### src/rtl/ahb_arbiter_slave_3.sv
// Round-robin address-phase arbiter for AHB slave port 3: one-hot owner select,
// data-phase select lagging by one accepted transfer, burst/lock hold and a beat limit.
module ahb_arbiter_slave_3 #(
    parameter int CHANNEL_NUM = 2,
    parameter int MAX_HOLD    = 16
) (
    input  logic                           HCLK,
    input  logic                           HRESET,
    input  logic [CHANNEL_NUM-1:0]         req,
    input  logic [CHANNEL_NUM-1:0]         lock,
    input  logic [CHANNEL_NUM-1:0]         last,
    input  logic                           hready,
    output logic [CHANNEL_NUM-1:0]         sel,
    output logic [CHANNEL_NUM-1:0]         sel_data,
    output logic [$clog2(CHANNEL_NUM)-1:0] grant_id
);

    localparam int IDW = $clog2(CHANNEL_NUM);
    localparam int CW  = $clog2(MAX_HOLD + 1);

    typedef enum logic [0:0] {
        IDLE  = 1'b0,
        OWNED = 1'b1
    } state_t;

    state_t                 state_r;
    state_t                 state_nxt_s;
    logic [IDW-1:0]         owner_r;
    logic [IDW-1:0]         owner_nxt_s;
    logic [IDW-1:0]         ptr_r;
    logic [IDW-1:0]         ptr_nxt_s;
    logic [CW-1:0]          cnt_r;
    logic [CW-1:0]          cnt_nxt_s;
    logic [CHANNEL_NUM-1:0] sel_r;
    logic [CHANNEL_NUM-1:0] sel_nxt_s;
    logic [CHANNEL_NUM-1:0] sel_data_r;
    logic [CHANNEL_NUM-1:0] sel_data_nxt_s;

    logic [IDW-1:0]         scan_s;
    logic [IDW-1:0]         win_s;
    logic                   found_s;
    logic                   release_s;
    logic                   own_req_s;
    logic                   own_lock_s;
    logic                   own_last_s;
    logic                   at_max_s;

    assign own_req_s  = req[owner_r];
    assign own_lock_s = lock[owner_r];
    assign own_last_s = last[owner_r];
    assign at_max_s   = (cnt_r == CW'(MAX_HOLD - 1));

    // Round-robin winner: first requester at or after the pointer, wrapping.
    always_comb begin
        found_s = 1'b0;
        win_s   = {IDW{1'b0}};
        scan_s  = {IDW{1'b0}};
        for (int k = 0; k < CHANNEL_NUM; k++) begin
            scan_s  = IDW'((int'(ptr_r) + k) % CHANNEL_NUM);
            win_s   = (!found_s && req[scan_s]) ? scan_s : win_s;
            found_s = found_s | req[scan_s];
        end
    end

    // Next-state: release decision, regrant, pointer advance and beat counter.
    always_comb begin
        state_nxt_s = state_r;
        owner_nxt_s = owner_r;
        ptr_nxt_s   = ptr_r;
        cnt_nxt_s   = cnt_r;
        release_s   = 1'b0;
        case (state_r)
            IDLE:    release_s = |req;
            // a locked owner ignores both last and the beat limit
            OWNED:   release_s = !own_req_s || (own_last_s && !own_lock_s) || (at_max_s && !own_lock_s);
            default: release_s = 1'b1;
        endcase
        if (hready && release_s) begin
            cnt_nxt_s = {CW{1'b0}};
            if (found_s) begin
                state_nxt_s = OWNED;
                owner_nxt_s = win_s;
                ptr_nxt_s   = (win_s == IDW'(CHANNEL_NUM - 1)) ? {IDW{1'b0}} : (win_s + IDW'(1'b1));
            end else begin
                state_nxt_s = IDLE;
                owner_nxt_s = {IDW{1'b0}};
            end
        end else if (hready && (state_r == OWNED) && own_req_s && !at_max_s) begin
            cnt_nxt_s = cnt_r + CW'(1'b1);
        end else begin
            cnt_nxt_s = cnt_r;
        end
    end

    // Output next values: one-hot owner select and data-phase select.
    always_comb begin
        sel_nxt_s      = {CHANNEL_NUM{1'b0}};
        sel_data_nxt_s = hready ? sel_r : sel_data_r;
        if (state_nxt_s == OWNED) begin
            sel_nxt_s = CHANNEL_NUM'(1'b1) << owner_nxt_s;
        end else begin
            sel_nxt_s = {CHANNEL_NUM{1'b0}};
        end
    end

    // State and registered outputs.
    always_ff @(posedge HCLK or posedge HRESET) begin
        if (HRESET) begin
            state_r    <= IDLE;
            owner_r    <= {IDW{1'b0}};
            ptr_r      <= {IDW{1'b0}};
            cnt_r      <= {CW{1'b0}};
            sel_r      <= {CHANNEL_NUM{1'b0}};
            sel_data_r <= {CHANNEL_NUM{1'b0}};
        end else begin
            state_r    <= state_nxt_s;
            owner_r    <= owner_nxt_s;
            ptr_r      <= ptr_nxt_s;
            cnt_r      <= cnt_nxt_s;
            sel_r      <= sel_nxt_s;
            sel_data_r <= sel_data_nxt_s;
        end
    end

    assign sel      = sel_r;
    assign sel_data = sel_data_r;
    assign grant_id = owner_r;

endmodule
### config.mk
export PLATFORM = sky130hd
export DESIGN_NAME = ahb_arbiter_slave_3
export DESIGN_NICKNAME = d
export VERILOG_FILES = /design/src/rtl/ahb_arbiter_slave_3.sv
export SDC_FILE = /design/constraint.sdc
export NUM_CORES = 1
export LEC_CHECK = 0
export ABC_AREA = 1
export CORE_UTILIZATION = 45
export DETAILED_ROUTE_END_ITERATION = 6
export GPL_ROUTABILITY_DRIVEN = 0
export GPL_TIMING_DRIVEN = 1
export PLACE_DENSITY = 0.77
export RECOVER_POWER = 50
export SKIP_CTS_REPAIR_TIMING = 1
export SLEW_MARGIN = 10
export SYNTH_ARGS = -nofsm -noshare
export SYNTH_HDL_FRONTEND = slang
export SYNTH_SLANG_ARGS = --single-unit
### constraint.sdc
create_clock -name HCLK -period 2.47 [get_ports HCLK]
set_clock_uncertainty 0.15 [all_clocks]
set_input_delay 0.247 -clock HCLK [delete_from_list [all_inputs] [get_ports HCLK]]
set_output_delay 0.247 -clock HCLK [all_outputs]
set_load 0.01 [all_outputs]
==> results of run 1 <==
## cell usage after synthesis (2+ instances only)
library cell,number
nand2_1,28
inv_1,14
nor2_1,14
dfrtp_1,12
nand2_4,5
a21oi_2,4
ha_1,2
inv_2,2
nand2_2,2
nor2_2,2
o21a_1,2
o21ai_0,2
## worst paths after layout
kind                               end  slack [ps]  depth (start not counted)
hold / removal             sel_data[0]         260                          2
setup / recovery               state_r         460                         12
min in group HCLK          sel_data[1]         330                          2
max in group asynchronous     cnt_r[2]        1610                          2
hold reg to reg            sel_data[1]         330                          2
setup reg to reg               state_r         460                         12
## final cells by class
cell class	instances	share of cell area (%)
Inverter	16	6.39
Sequential cell	12	32.0
Timing Repair Buffer	13	13.8
Clock buffer	4	3.86
Tap cell	16	2.13
Multi-Input combinational cell	68	41.8
## cell families after synthesis
group	Yosys count	synth area share (%)
and+or+nand+nor	57	39.7
buffers and inverters	16	7.97
DFF	12	39.9
AOI/OAI and AO/OA	9	9.14
adders and majority gates	2	3.32
## metrics by stage
stage | power, mW | hold WS [ps] | worst slack, ps | cells
after global routing | 0.921 | 298 | 287 | 129
after floorplan | 0.573 | -38.3 | 606 | 96
after detailed placement | 0.707 | 322 | 477 | 125
after global placement | 0.696 | 303 | 535 | 125
after CTS | 0.862 | 132 | 456 | 129
final | 0.855 | 257 | 463 | 129
## state kept, by name, indices dropped and copies added, names as in the netlist
register  count
sel_data      2
state_r       1
ptr_r         1
sel           2
cnt_r         5
grant_id      1
## metal layers
metal	up-vias	GRT usage [%]	share of wire [%]
li1	326	-	-
met3	2	1.28	4.8
met5	-	0	0
met1	279	24.0	47
met2	21	29.4	48
met4	0	9.38	0.58
## worst max-delay path, cell delays in order, from the launching register on
cell and delay [ps]:
dfrtp_1 410, ha_1 220, nand2_1 100, nor2_1 50, ha_1 220, inv_1 100
nand2_1 90, nand2_1 70, nand2_1 50, nor2_1 120, nor2_1 70, a21oi_2 190
inv_1 70
## where the power goes
group          leakage [nW]  total [mW]  switching, mW  internal (mW)
clock                0.0210       0.155         0.0657         0.0895
sequential            0.155       0.310         0.0533          0.257
combinational         0.288       0.389          0.218          0.172
==> results_dict.tcl, run 1 <==
set metrics [dict create \
    ioPinCount 14 \
    synth_top_cell_by_area "dfrtp_1" \
    clk_path_buf_depth 2 \
    ys_seq_area_share_pct 39.9 \
    syn_area_per_cell_um2 7.85 \
    p_per_area_mw_per_mm2 910 \
    h-tree-depth 1 \
    dieArea_mm2 0.00184 \
    p_leak_nw 0.465 \
    relSlewSlack_pct 70.7 \
    avgViaCountPerCell 4.87 \
    rows 14 \
    drive_gt1_share_pct 21.2 \
    synth_nets 107 \
    core_area_mm2 0.00154 \
    antenna_cells 0 \
    critPathRequiredTime_ps 2480 \
    yosys_warnings 0 \
    rsz0062_at_grt "no" \
    final_max_slew_viol_count 0 \
    synth_seq_cells 12 \
    path_max_fanout 3 \
    first_global_vias 600 \
    cts.clk_slew.worst_paths_ps 80 \
    hold_violations 0 \
    layout_common_cells "nand2_1 (28), inv_1 (14), nor2_1 (14), dfrtp_1 (12), clkdlybuf4s50_1 (11)" \
    wl_mm 1.39 \
    holdCritPathClass "primary input to async pin" \
    status "completed" \
    synth_flop_cell "dfrtp_1" \
    wl_per_cell_um 10.7 \
    finalInstanceArea_um2 940 \
    worstReg2RegStart "cnt_r[0]" \
    maxCapViolCount 0 \
    dr.pass1.iters 4 \
    vdd_drop_max_mv 0.447 \
    multi_input_area_um2 393 \
    synthTopCellsByArea "dfrtp_1 (40%), nand2_1 (14%), nand2_4 (7.5%)" \
    final_nets 125 \
    cp-startpoint "cnt_r[0]" \
    start_util_pct 48.9 \
    grt_pass1_wl_mm 2.47 \
    cts.sinks 12 \
    synth_top_area_share_pct 39.9 \
    clk_latency_ps 270 \
    period_share_pct 81.3 \
    ant_nets 0 \
    crit_type "flip-flop to flip-flop" \
    synth-edff-count 0 \
    end_kind "flip-flop" \
    postSynthCellCount 96 \
    final.setup.tns_ps 0 \
    worstPathArrival_ps 2010 \
    numCtsBuffers 3 \
    period_needed_ps 2010 \
    tightest_slew_ps 439 \
    cts-root-buf "clkbuf_4" \
    antenna_found_initial 0 \
    setup_viol 0 \
    yosysUniqueCellTypes 19 \
    postLayoutCoreUtil_pct 61.0 \
    post_dp_cell_area_um2 903 \
    numPortBuffers 13 \
    overflow 0 \
    route.detailed.drc 0 \
    async_flop_share_pct 100 \
    dp_hpwl_mm 1.10 \
    nFillCells 144 \
    syn_area_um2 753 \
    area_growth_pct 24.8 \
    via_count 628 \
    seqCellArea_um2 300 \
    grt_max_degree 13 \
    die_x_um 42.9 \
    die_y_um 42.9 \
    layout_commonest_cell "nand2_1" \
    cts_tree "yes" \
    grt_usage_pct 18.1 \
    drt_iter0_drc 18 \
    crit_path_start_kind "flip-flop" \
    max_freq_ghz 0.498 \
]
Note: power is estimated with default switching activity, not from simulation.
==> run 2: changes to the inputs <==
PLACE_DENSITY = 0.8   (was 0.77)
clock period = 1.8 ns   (was 2.47 ns; I/O delays follow)
==> run 2 against run 1 <==
The flow now finishes with violations (negative setup slack). Non-clock buffer count rose by 5. Count of clock-buffer cells in the layout stayed put. Total power rose by 47%. Utilization rose by 5.9 points. Sequential share of layout area is 2.8 points lower. Via count up 4.6%. Final area is 9.7% higher. Sequential power rose by 38%. Critical path depth unchanged. Register-to-register slack worse by 480 ps. Critical endpoint is now sel[0]. Clock power increased by 34%.
==> results_dict.tcl, run 2 (synthesized netlist as in run 1, its figures left out) <==
set metrics [dict create \
    avgViaCountPerCell 4.90 \
    worstReg2RegStart "cnt_r[1]" \
    cpLargestDelayFamily "simple AND/OR/NAND/NOR gates" \
    period_needed_ps 1820 \
    violations "negative setup slack" \
    setup_viol 3 \
    wl_mm 1.41 \
    grt_max_degree 13 \
    max_freq_ghz 0.550 \
    final_nets 130 \
    grt_usage_pct 16.7 \
    p_leak_nw 0.491 \
    p_int_uw 758 \
    grt_pass1_wl_mm 2.31 \
    maxCapViolCount 0 \
    slowest_delay_ps 390 \
    layout_commonest_cell "nand2_1" \
    first_global_vias 589 \
    relSlewSlack_pct 67.2 \
    core_area_mm2 0.00154 \
    wl_per_cell_um 10.5 \
    end_kind "flip-flop" \
    crit_path_start_kind "flip-flop" \
    final.setup.tns_ps -37.7 \
    die_y_um 42.9 \
    setup_ws_ps -17.0 \
    pwr-share-seq_pct 33.9 \
    rsz0062_at_grt "yes" \
    hold_violations 0 \
    ant_nets 0 \
    clk_latency_ps 270 \
    final_max_slew_viol_count 0 \
    cts.sinks 12 \
    switchingPower_uw 501 \
    antenna_found_initial 0 \
    nFillCells 132 \
    total_power_mw 1.26 \
    cts_tree "yes" \
    cts.clk_slew.worst_paths_ps 70 \
    die_x_um 42.9 \
    drt_iter0_drc 8 \
    vdd_drop_max_mv 0.565 \
    cts-root-buf "clkbuf_4" \
    clk_path_buf_depth 2 \
    worst_r2r_path_depth 12 \
    drive_gt1_share_pct 33.1 \
    path_cells "ha_2 -> nand2_2 -> nor2_2 -> ha_2 -> nor2_1 -> nor2_2 -> nor2_4 -> nand2_4 -> nand2_8 -> nand2_2 -> nand2_2 -> nor2_2" \
    dieArea_mm2 0.00184 \
    h-tree-depth 1 \
    start_util_pct 48.9 \
    path_max_fanout 7 \
    holdCritPathClass "primary input to async pin" \
    path_buf_inv 0 \
    critPathSlowestCell "dfrtp_1" \
    numCtsBuffers 3 \
    rows 14 \
    worstPathArrival_ps 1830 \
    holdWs_ps 198 \
    via_count 657 \
    dr.pass1.iters 4 \
    top_register "cnt_r" \
    overflow 0 \
    combinationalPowerShare_pct 49.6 \
    layout_common_cells "nand2_1 (25), inv_1 (13), dfrtp_1 (12), clkdlybuf4s50_1 (12), nor2_1 (10)" \
    r2r-end "sel[0]" \
    tightest_slew_ps 487 \
    critPathRequiredTime_ps 1810 \
    ioPinCount 14 \
    antenna_cells 0 \
    p_clk_share_pct 16.5 \
    numPortBuffers 13 \
    route.detailed.drc 0 \
    dp_hpwl_mm 1.08 \
    crit_cells 12 \
    area_growth_pct 36.9 \
    p_per_area_mw_per_mm2 1220 \
    crit_type "flip-flop to flip-flop" \
    r2r_slack_ps -20 \
    switching_share_pct 39.8 \
    period_share_pct 101 \
    largest_register_ffs 5 \
    status "finished with violations" \
]
[run 2: how the worst max path moves through the flow]
stage,start,to,slack (ps)
after floorplan,cnt_r[0],sel[0],8
final,cnt_r[1],sel[0],-20
after global placement,cnt_r[0],sel[1],-60
after global routing,cnt_r[1],state_r,-110
after detailed placement,cnt_r[0],state_r,-130
after CTS,cnt_r[0],sel[1],-140
[run 2: worst reg2reg max path, stage by stage (launching register included)]
cell and delay [ps]:
dfrtp_1 390, ha_2 200, nand2_2 80, nor2_2 40, ha_2 180, nor2_1 140
nor2_2 60, nor2_4 90, nand2_4 90, nand2_8 110, nand2_2 60, nand2_2 90
nor2_2 30
[run 2: per-layer routing]
metal,track usage (%),up-vias,wire length [um]
li1,-,338,-
met1,21.3,307,661
met2,27.6,12,702
met3,6.38,0,44
met4,1.88,0,0
met5,0,-,0
[run 2: metrics by stage]
stage	util (%)	worst slack (ps)	cells	cell area [um^2]
final	66.9	-17.0	134	1030
after floorplan	-	8.21	96	761
after detailed placement	61.0	-128	129	941
after CTS	63.4	-141	133	977
after global routing	66.9	-110	134	1030
after global placement	61.0	-64.7	129	941
[run 2: cell type report]
type                       instances  area [um^2]  share of cell area (%)
multi-input combinational         68          444                    43.1
sequential                        12          300                    29.1
timing repair buffer              18          168                    16.3
inverter                          16         62.6                    6.07
clock buffer                       4         36.3                    3.52
tap                               16         20.0                    1.94
[run 2: power by group through the flow]
stage / Sequential, mW / Clock (mW) / Combinational (mW)
3_3_place_gp: 0.423 / 0 / 0.535
5_1_grt: 0.438 / 0.227 / 0.687
6_report: 0.427 / 0.208 / 0.624
4_1_cts: 0.424 / 0.216 / 0.548
2_1_floorplan: 0.441 / 0 / 0.347
3_5_place_dp: 0.429 / 0 / 0.546
